**src/rtl/chroni_line_scheduler.sv**
```systemverilog
// Per-line render sequencer for the double-buffered scanline pixel buffer.
// Issues one render command per playfield line on the scanline tick grid and flags lines late for display.
module chroni_line_scheduler #(
  parameter int LINES  = 240,
  parameter int LINE_W = 9,
  parameter int GUARD  = 16
) (
  input  logic              sys_clk,
  input  logic              reset_n,
  input  logic              vga_scale,
  input  logic              frame_start,
  input  logic              render_start,
  input  logic              scanline_start,
  input  logic              mode_changed,
  output logic              render_req,
  output logic [LINE_W-1:0] render_line,
  output logic [10:0]       render_base,
  input  logic              render_ack,
  input  logic              render_done,
  output logic              frame_active,
  output logic              overrun,
  output logic [7:0]        overrun_count
);

  typedef enum logic [2:0] {
    IDLE, ARMED, ISSUE, WAIT_DONE, WAIT_SLOT, FRAME_DONE, DRAIN
  } state_t;

  localparam int GW = $clog2(GUARD + 1);
  localparam int CW = LINE_W + 1;
  localparam logic [LINE_W-1:0] LAST_LINE = LINE_W'(LINES - 1);

  state_t            state, state_next;
  logic [LINE_W-1:0] line, line_next;
  logic              drain_acked, drain_acked_next;
  logic [2:0]        period;
  logic [11:0]       tick, tick_next;
  logic [11:0]       slot_thr;
  logic [11:0]       disp_thr;
  logic [CW-1:0]     disp_m;
  logic [CW-1:0]     done_next;
  logic [GW-1:0]     guard_cnt;
  logic              abort, start_frame, tick_inc, line_finished;
  logic              slot_adv, miss_check, overrun_hit;

  assign abort         = frame_start | mode_changed;
  assign start_frame   = (state == ARMED) && render_start && !abort;
  assign tick_inc      = scanline_start && (guard_cnt == '0) && (tick != 12'hFFF);
  assign tick_next     = tick + 12'(tick_inc);
  assign line_finished = (state == WAIT_DONE) && render_done;
  // Lines completed so far, counting a completion landing in this very cycle.
  assign done_next     = {1'b0, line} + CW'(line_finished);
  assign slot_adv      = line_finished && !abort && (line != LAST_LINE) && (line != '0);
  assign miss_check    = frame_active && tick_inc && (tick_next == disp_thr) && (disp_m < CW'(LINES));
  assign overrun_hit   = miss_check && (disp_m >= done_next);

  assign render_line = line;
  assign render_base = line[0] ? 11'd640 : 11'd0;

  // NOTE: every output and next-state value gets a default before the case, so no latches are inferred.
  always_comb begin
    state_next       = state;
    line_next        = line;
    drain_acked_next = drain_acked;
    render_req       = 1'b0;
    unique case (state)
      IDLE:       if (abort) state_next = ARMED;
      ARMED:      if (start_frame) begin
                    state_next = ISSUE;
                    line_next  = '0;
                  end
      ISSUE: begin
        render_req = 1'b1;
        if (abort) begin
          state_next       = DRAIN;
          drain_acked_next = render_ack;
        end else if (render_ack) begin
          state_next = WAIT_DONE;
        end
      end
      WAIT_DONE: begin
        if (abort) begin
          state_next       = render_done ? ARMED : DRAIN;
          drain_acked_next = 1'b1;
        end else if (render_done) begin
          if (line == LAST_LINE) begin
            state_next = FRAME_DONE;
          end else begin
            line_next  = line + LINE_W'(1);
            state_next = WAIT_SLOT;
          end
        end
      end
      WAIT_SLOT: begin
        // Line n may only overwrite its half once line n-2 has finished displaying.
        if (abort) state_next = ARMED;
        else if ((line == LINE_W'(1)) || (tick >= slot_thr)) state_next = ISSUE;
      end
      FRAME_DONE: if (abort) state_next = ARMED;
      DRAIN: begin
        render_req = !drain_acked;
        if (!drain_acked) begin
          if (render_ack) drain_acked_next = 1'b1;
        end else if (render_done) begin
          state_next = ARMED;
        end
      end
      default:    state_next = IDLE;
    endcase
  end

  // NOTE: sequential state uses non-blocking assignments only, and every register is async-cleared.
  always_ff @(posedge sys_clk or negedge reset_n) begin
    if (!reset_n) begin
      state         <= IDLE;
      line          <= '0;
      drain_acked   <= 1'b0;
      period        <= '0;
      tick          <= '0;
      guard_cnt     <= '0;
      slot_thr      <= '0;
      disp_thr      <= '0;
      disp_m        <= '0;
      frame_active  <= 1'b0;
      overrun       <= 1'b0;
      overrun_count <= '0;
    end else begin
      state        <= state_next;
      line         <= line_next;
      drain_acked  <= drain_acked_next;
      frame_active <= (state_next == ISSUE) || (state_next == WAIT_DONE) || (state_next == WAIT_SLOT);
      overrun      <= overrun_hit;
      if (overrun_hit && (overrun_count != 8'hFF)) overrun_count <= overrun_count + 8'd1;
      if (start_frame) begin
        period    <= vga_scale ? 3'd4 : 3'd2;
        tick      <= '0;
        guard_cnt <= GW'(GUARD);
        slot_thr  <= 12'd2;
        disp_thr  <= 12'd2;
        disp_m    <= '0;
      end else begin
        tick <= tick_next;
        if (guard_cnt != '0) guard_cnt <= guard_cnt - GW'(1);
        if (slot_adv) slot_thr <= slot_thr + {9'd0, period};
        // The display grid keeps marching even when a line is late.
        if (miss_check) begin
          disp_m   <= disp_m + CW'(1);
          disp_thr <= disp_thr + {9'd0, period};
        end
      end
    end
  end

endmodule

```
**config.mk**
```make
export PLATFORM = sky130hd
export DESIGN_NAME = chroni_line_scheduler
export DESIGN_NICKNAME = d
export VERILOG_FILES = /design/src/rtl/chroni_line_scheduler.sv
export SDC_FILE = /design/constraint.sdc
export NUM_CORES = 1
export LEC_CHECK = 0
export CORE_ASPECT_RATIO = 0.5
export CORE_MARGIN = 4
export CORE_UTILIZATION = 32
export CTS_BUF_LIST = sky130_fd_sc_hd__clkbuf_16
export CTS_CLUSTER_SIZE = 28
export DETAILED_ROUTE_END_ITERATION = 16
export PLACE_DENSITY_LB_ADDON = 0.08
export SLEW_MARGIN = 20
export SYNTH_ARGS = -nofsm -noshare
export SYNTH_HDL_FRONTEND = slang
export SYNTH_SLANG_ARGS = --single-unit
```
**constraint.sdc**
```tcl
create_clock -name sys_clk -period 3.7 [get_ports sys_clk]
set_clock_uncertainty 0.1 [all_clocks]
set_input_delay 0.74 -clock sys_clk [delete_from_list [all_inputs] [get_ports sys_clk]]
set_output_delay 0.74 -clock sys_clk [all_outputs]
set_load 0.02 [all_outputs]
```
==> impl_metrics.ini, run 1 <==
[layout]
area_growth_pct = 25.9
drive_gt1_frac = 0.171
seqCellArea_um2 = 1850
fillers = 1444
fin_util = 0.418
diodes = 0
layout.nets = 639
multi_input_area_um2 = 2910

[clock_tree]
cts_tree = built
clockRootBuffer = clkbuf_16
h-tree-depth = 3
cts_buffer_depth = 2
clock-sinks = 74
clk_pin_slew_ns = 0.06
clk_latency_ns = 0.34
cts_buffers = 9

[synthesis]
synth_cells = 522
synth.yosys.seq_area_share = 0.381
synth-main-ff-cell = dfrtp_1
synth_top_area_frac = 0.381
synth_warnings = 0
yosysTopAreaCell = dfrtp_1
synth-async-reset-ratio = 1.00
synth_area_um2 = 4870
syn_avg_cell_area_um2 = 9.32
synth-edff-count = 0
ys_top_cells_by_area = dfrtp_1 (38%), ha_1 (9.3%), xor2_1 (4.3%)
ys_seq_elements = 74
ys_types = 64

[timing]
tightestPinTransition_ns = 0.719
fin_setup_tns_ns = 0
fin_crit_ns = 3.49
layout_setup_ws_ns = 0.213
finalHoldWorstSlack_ns = 0.341
report.final.hold_viol_count = 0
setup_violations = 0
period_share = 0.942
rsz0062_at_grt = no
fmax_mhz = 287
slew_viol_final = 0
slew_headroom = 0.521

[route]
drc_errors = 0
ant_nets = 0
wl_um = 12100
drt-pass1-iter-count = 4
num_vias = 3862
route.met2.wl_um = 5140
wire_per_inst_um = 15.2
wl_met1_um = 6460
first_iter_violations = 147
vias_per_cell = 4.86
wl_met3_um = 332
routed.top_layer = met4

[die]
start_util = 0.332
ios = 40
coreArea_um2 = 14700
fp-row-count = 31
die-area_um2 = 17400
die_width_um = 182
fp.dieH_um = 95.2

[worst_setup_path]
critPathSlowestCell = dfrtp_1
worstPathArrival_ns = 3.65
crit_buf_inv = 6
path_max_fanout = 8
worstSetupStartpointType = flip-flop
worstSetupEndpointType = flip-flop
path_class = flip-flop to flip-flop
cp.required_ns = 3.87
crit_chain = inv_1 -> ha_1 -> nor4b_4 -> o311ai_2 -> inv_1 -> ha_2 -> buf_4 -> nand4_2 -> buf_4 -> nor3_4 -> o221ai_1 -> and4bb_2 -> nand3_2 -> buf_4 -> buf_4 -> nor4_4 -> xor2_1
path_delay_family = simple AND/OR/NAND/NOR gates
crit_top_cell = buf_4
slowest_delay_ns = 0.39

[status]
status = finished, final reports clean

[grt]
grt_use_total = 0.146
grt_antenna_before_repair = 0
grt_max_degree = 75
overflow = 0
grt_pass1_wl_um = 19900
grt_pass1_vias = 3752

[placed_design]
gp_congestion = 0.797
port_buffers = 30
place_ws_ns = -0.311
post-dp-hpwl_um = 8860

[power_and_ir_drop]
power_mw = 2.82
power_leakage_nw = 2.67
peakVddDrop_v = 0.000191
power_density_nw_per_um2 = 460

[hold_path]
hold_class = input pin to async pin

[job]
drv_cap = 0
[stage by stage]
step	cell area, um2	instances
floorplan	4900	530
global placement	5670	778
detailed placement	5670	778
CTS	5970	793
global route	6130	794
finish	6130	794
[kinds of logic after synthesis]
logic type / after synthesis / synth area share
fa+ha+maj: 38 / 0.101
xor+xnor: 49 / 0.0939
compound gates: 96 / 0.128
simple gates: 196 / 0.224
mux: 6 / 0.0131
flops: 74 / 0.381
buf+inv: 62 / 0.0589
other cells: 1 / 0.000771
[path summary, 6_finish.rpt]
path	endpoint	startpoint	slack [ns]	cells after the start
max in group asynchronous	tick[9]	reset_n	2.67	1
min in group sys_clk	overrun_count[6]	overrun_count[6]	0.40	1
worst min-delay path	state[2]	reset_n	0.34	1
worst max register to register	overrun_count[6]	guard_cnt[1]	0.21	17
worst max-delay path	overrun_count[6]	guard_cnt[1]	0.21	17
worst min register to register	overrun_count[6]	overrun_count[6]	0.40	1
[Yosys cell counts (all sizes together) (11+ instances only)]
master and number:
a21oi 29, buf 19, clkbuf 13, dfrtp 74
ha 36, inv 30, nand2 30, nand3 28
nand4 11, nor2 43, nor3 16, o21ai 27
or3 21, xnor2 23, xor2 24
[cell usage in the layout, fill, tap and decap left out, types with 3 or more instances in the layout]
master | synthesis | layout
nand3_1 | 26 | 26
nor3_1 | 14 | 11
a21o_1 | 7 | 7
nor3b_1 | 3 | 3
o31ai_1 | 4 | 4
nor2_1 | 42 | 42
mux2i_1 | 3 | 3
buf_4 | 12 | 53
a21oi_1 | 29 | 28
nor4_4 | 0 | 3
xor2_1 | 24 | 24
xnor2_1 | 23 | 21
or4_1 | 4 | 4
clkbuf_16 | 0 | 9
and2_1 | 7 | 6
inv_1 | 29 | 28
nor4_1 | 4 | 4
nand4_1 | 10 | 10
or3_1 | 21 | 21
o21ai_0 | 12 | 12
nor3_2 | 2 | 4
nor2b_1 | 3 | 3
clkdlybuf4s50_1 | 0 | 28
o2111ai_1 | 4 | 3
o21a_1 | 3 | 3
ha_1 | 36 | 32
conb_1 | 1 | 9
or2_1 | 3 | 3
and3_1 | 7 | 6
nand2_1 | 30 | 30
dfrtp_1 | 74 | 74
nand2b_1 | 4 | 4
o21ai_1 | 15 | 15
[routing by layer]
layer	up-vias	GRT usage
li1	1981	-
met1	1822	0.207
met2	48	0.226
met3	11	0.0354
met4	0	0.0337
met5	-	0
[repair_timing]
item	CTS	global route
pin swaps	1	10
hold buffers	0	0
gates resized for setup	0	26
buffers inserted	0	1
endpoints found under the setup margin	5	24
[final cells by class]
class                           instances  area share
Timing Repair Buffer                   83       0.115
Sequential cell                        74       0.302
Multi-Input combinational cell        394       0.474
Tap cell                              198      0.0404
Clock inverter                          6      0.0135
Clock buffer                            9      0.0368
Inverter                               30      0.0184
[sequential cells by signal, indices dropped and copies added (netlist names)]
name / cells
tick: 12
disp_thr: 11
slot_thr: 11
disp_m: 10
render_line: 9
overrun_count: 8
guard_cnt: 5
state: 3
period: 2
drain_acked: 1
frame_active: 1
overrun: 1
[power by group]
group          switching [mW]  leakage [nW]  internal [mW]
combinational           0.481          1.52          0.387
clock                   0.344         0.153          0.583
sequential              0.109          1.00          0.915
Power figures use the tool's default switching activity.
==> inputs of run 2 (changes only) <==
--- a/config.mk
+++ b/config.mk
@@ -12,6 +12,7 @@
 export CTS_CLUSTER_SIZE = 28
 export DETAILED_ROUTE_END_ITERATION = 16
 export PLACE_DENSITY_LB_ADDON = 0.08
+export REMOVE_ABC_BUFFERS = 1
 export SLEW_MARGIN = 20
 export SYNTH_ARGS = -nofsm -noshare
 export SYNTH_HDL_FRONTEND = slang
==> impl_metrics.ini, run 2 (synthesis gave the netlist of run 1 again) <==
[layout]
layout.nets = 647
drive_gt1_frac = 0.186
final_common_cell = dfrtp_1
fillers = 1470
reg.largest.list = tick x12, disp_thr x11, slot_thr x11
diodes = 0
final_cell_mix = dfrtp_1 (74), buf_4 (55), nor2_1 (41)
largest_register_ffs = 12
area_growth_pct = 27.9
regMostFlops = tick

[grt]
grt_pass1_vias = 3762
grt_use_total = 0.147
overflow = 0
grt_antenna_before_repair = 0
grt_pass1_wl_um = 20200
grt_max_degree = 75

[timing]
finalHoldWorstSlack_ns = 0.337
fmax_mhz = 277
slew_viol_final = 0
report.final.hold_viol_count = 0
period_share = 0.977
slew_headroom = 0.520
fin_crit_ns = 3.61
tightestPinTransition_ns = 0.720
rsz0062_at_grt = yes
fin_setup_tns_ns = 0
setup_violations = 0

[worst_setup_path]
worstPathArrival_ns = 3.77
critPathSlowestCell = or4_4
crit_buf_inv = 2
slowest_delay_ns = 0.51
crit_top_cell = ha_4
path_max_fanout = 5
path_class = flip-flop to flip-flop
cp.required_ns = 3.86
regToRegStartpoint = tick[6]
critPathLaunch = tick[6]
worstSetupStartpointType = flip-flop
worstSetupEndpointType = flip-flop
path_delay_family = simple AND/OR/NAND/NOR gates
crit_chain = nand4_1 -> or2_1 -> o311ai_2 -> inv_1 -> ha_4 -> ha_4 -> xor2_1 -> nor4_2 -> o2111ai_2 -> a2111oi_4 -> nand3_4 -> buf_12 -> or4_4 -> a21oi_2

[route]
num_vias = 3933
drt-pass1-iter-count = 4
wire_per_inst_um = 15.4
first_iter_violations = 181
vias_per_cell = 4.91
wl_um = 12400
ant_nets = 0
drc_errors = 0

[placed_design]
port_buffers = 30
post-dp-hpwl_um = 8690
gp_congestion = 0.763

[clock_tree]
h-tree-depth = 3
clk_pin_slew_ns = 0.06
clk_latency_ns = 0.34
cts_tree = built
clockRootBuffer = clkbuf_16
clock-sinks = 74
postCtsHoldBufs = 0
cts_buffers = 9
cts_buffer_depth = 2

[power_and_ir_drop]
power_density_nw_per_um2 = 430
peakVddDrop_v = 0.000259
power_leakage_nw = 2.70

[status]
status = finished, final reports clean

[hold_path]
hold_class = input pin to async pin

[die]
die_width_um = 182
coreArea_um2 = 14700
fp.dieH_um = 95.2
start_util = 0.332
fp-row-count = 31
ios = 40
die-area_um2 = 17400

[job]
drv_cap = 0
-- run 2: power breakdown --
group	internal (mW)	leakage, nW	total (mW)	switching (mW)
Clock	0.434	0.134	0.763	0.329
Combinational	0.398	1.56	0.887	0.489
Sequential	0.915	1.00	1.03	0.113
Total	1.75	2.70	2.68	0.930
-- run 2: area by class of cell --
type                    count  area (um2)  share of cell area
repair buffers             91         827               0.133
flip-flops and latches     74        1850               0.298
multi-input cells         394        2940               0.472
clock buffers               9         225              0.0362
clock inverters             5        18.8             0.00302
well taps                 198         248              0.0398
inverters                  30         113              0.0181
-- run 2: final timing paths --
kind                                    endpoint  slack, ns  depth (start not counted)
worst max-delay path                disp_thr[10]       0.09                         14
worst min register to register  overrun_count[6]       0.39                          1
max in group asynchronous            drain_acked       2.66                          1
worst min-delay path                guard_cnt[0]       0.34                          1
worst max register to register      disp_thr[10]       0.09                         14
min in group sys_clk            overrun_count[6]       0.39                          1
-- run 2: through the flow --
step                power [mW]  std cells   util  instance area, um2  worst slack (ns)
finish                    2.68        801  0.424                6220            0.0855
CTS                       2.65        793  0.405                5940           0.00261
global route              2.88        801  0.424                6220           -0.0438
floorplan                 1.54        498      -                4720            -0.569
detailed placement        1.86        778  0.388                5680            -0.304
global placement          1.86        778  0.388                5680            -0.236
-- run 2: timing repair --
action / 4_1_cts / 5_1_grt
hold endpoints to repair: 0 / 0
buffers inserted: 1 / 6
setup endpoints to repair: 13 / 23
gates resized for setup: 1 / 36
pin swaps: 2 / 11
cloned: 0 / 2
-- run 2: metal layers --
layer  up-vias  global-route usage  share of wire
met5         -                   0              0
li1       1994                   -              -
met3        10              0.0373          0.036
met1      1865               0.217           0.54
met2        64               0.213           0.41
met4         0              0.0362          0.010
==> inputs of run 3 (changes only) <==
--- a/config.mk
+++ b/config.mk
@@ -9,6 +9,7 @@
 export CORE_MARGIN = 4
 export CORE_UTILIZATION = 32
 export CTS_BUF_LIST = sky130_fd_sc_hd__clkbuf_16
+export CTS_CLUSTER_DIAMETER = 100
 export CTS_CLUSTER_SIZE = 28
 export DETAILED_ROUTE_END_ITERATION = 16
 export PLACE_DENSITY_LB_ADDON = 0.08
==> constraint.sdc (replaced) <==
create_clock -name sys_clk -period 3.7 [get_ports sys_clk]
set_clock_uncertainty 0.1 [all_clocks]
set_input_delay 0.37 -clock sys_clk [delete_from_list [all_inputs] [get_ports sys_clk]]
set_output_delay 0.37 -clock sys_clk [all_outputs]
set_load 0.02 [all_outputs]
==> impl_metrics.ini, run 3 (synthesis gave the netlist of run 1 again) <==
[status]
status = finished, violations left
violations = hold timing

[route]
num_vias = 3981
drt-pass1-iter-count = 4
first_iter_violations = 119
ant_nets = 0
vias_per_cell = 5.01
wl_um = 12300
drc_errors = 0
wire_per_inst_um = 15.4

[die]
fp.dieH_um = 95.2
coreArea_um2 = 14700
fp-row-count = 31
die_width_um = 182
ios = 40
die-area_um2 = 17400
start_util = 0.332

[layout]
layout.nets = 639
fin_util = 0.424
area_growth_pct = 27.8
reg.largest.list = tick x12, disp_thr x11, slot_thr x11
drive_gt1_frac = 0.186
regMostFlops = tick
final_cell_mix = dfrtp_1 (74), buf_4 (48), nor2_1 (42)
final_common_cell = dfrtp_1
fillers = 1495
largest_register_ffs = 12
seqCellArea_um2 = 1850
diodes = 0
multi_input_area_um2 = 2980

[job]
drv_cap = 0

[grt]
grt_pass1_wl_um = 20800
overflow = 0
grt_pass1_vias = 3999
grt_use_total = 0.151
grt_max_degree = 75
grt_antenna_before_repair = 0

[timing]
period_share = 0.957
rsz0062_at_grt = yes
finalHoldWorstSlack_ns = -0.0390
fmax_mhz = 282
tightestPinTransition_ns = 0.709
setup_violations = 0
report.final.hold_viol_count = 62
slew_headroom = 0.527
fin_crit_ns = 3.54
slew_viol_final = 0

[worst_setup_path]
reg2reg_depth = 14
path_class = flip-flop to flip-flop
worstPathArrival_ns = 3.71
worstSetupEndpointType = flip-flop
path_max_fanout = 7
regToRegStartpoint = tick[7]
worstSetupStartpointType = flip-flop
critPathLaunch = tick[7]
cp.required_ns = 3.86

[clock_tree]
clock-sinks = 74
cts_buffer_depth = 2
cts_buffers = 9
clockRootBuffer = clkbuf_16
h-tree-depth = 3
clk_pin_slew_ns = 0.06
cts_tree = built
clk_latency_ns = 0.33
postCtsHoldBufs = 0

[power_and_ir_drop]
power_density_nw_per_um2 = 442
power_leakage_nw = 2.72
peakVddDrop_v = 0.000263

[placed_design]
port_buffers = 30
post-dp-hpwl_um = 8620
gp_congestion = 0.779

[hold_path]
hold_class = input pin to async pin
run 3: changes by cell type in the layout (fill, tap and decap cells not counted), moves of 2 or more:
| cell | delta |
|---|---|
| or3_4 | +5 |
| ha_1 | +2 |
| or3_1 | -5 |
| clkinv_2 | +2 |
| nor3_4 | +2 |
| a21oi_1 | -5 |
| buf_4 | -7 |
| a21oi_2 | +5 |
| nor3_2 | -2 |
run 3: path summary, 6_finish.rpt:
check	end	slack (ns)
worst max-delay path	disp_thr[10]	0.16
worst min-delay path	guard_cnt[0]	-0.04
worst max register to register	disp_thr[10]	0.16
worst min register to register	overrun_count[6]	0.39
max in group asynchronous	render_line[5]	3.05
min in group sys_clk	overrun_count[6]	0.39
run 3: cell type report:
cell class / instances / area share
timing repair buffer: 83 / 0.120
multi-input combinational: 394 / 0.479
sequential: 74 / 0.298
clock inverter: 7 / 0.00885
tap: 198 / 0.0398
inverter: 30 / 0.0181
clock buffer: 9 / 0.0362
run 3: per-layer routing:
| metal | GRT usage | wire length [um] | vias to the layer above |
|---|---|---|---|
| met4 | 0.0362 | 74 | 0 |
| li1 | - | - | 1979 |
| met3 | 0.0347 | 354 | 5 |
| met2 | 0.227 | 5200 | 56 |
| met1 | 0.219 | 6630 | 1941 |
| met5 | 0 | 0 | - |
run 3: worst max-delay path, stage by stage (launching register included):
cell and delay (ns):
dfrtp_1 0.36, nand3_2 0.10, or2_4 0.27, o311ai_4 0.30
inv_2 0.08, ha_4 0.18, ha_4 0.22, xor2_1 0.16
nor4_2 0.30, o2111ai_2 0.18, a2111oi_4 0.31, nand3_4 0.12
buf_8 0.16, or4_4 0.51, a21oi_2 0.12
run 3: repair_timing:
item | CTS | global route
pin swaps | 4 | 23
endpoints found under the hold margin | 0 | 0
buffers inserted | 4 | 5
resized for setup | 4 | 45
setup endpoints to repair | 23 | 26
gates cloned | 0 | 1
run 3: where the power goes:
part | switching [mW] | internal, mW
registers | 0.101 | 0.915
logic | 0.496 | 0.390
clock network | 0.336 | 0.510
total | 0.933 | 1.82
run 3: per-stage QoR:
| step | worst slack (ns) | setup TNS, ns | instances | power (mW) | instance area [um2] |
|---|---|---|---|---|---|
| finish | 0.157 | 0 | 795 | 2.75 | 6220 |
| global placement | -0.0353 | -0.364 | 769 | 1.87 | 5600 |
| detailed placement | -0.171 | -2.38 | 769 | 1.87 | 5600 |
| CTS | 0.00284 | 0 | 789 | 2.75 | 5940 |
| global route | -0.0391 | -0.251 | 795 | 2.95 | 6220 |
| floorplan | -0.569 | -9.51 | 498 | 1.54 | 4720 |
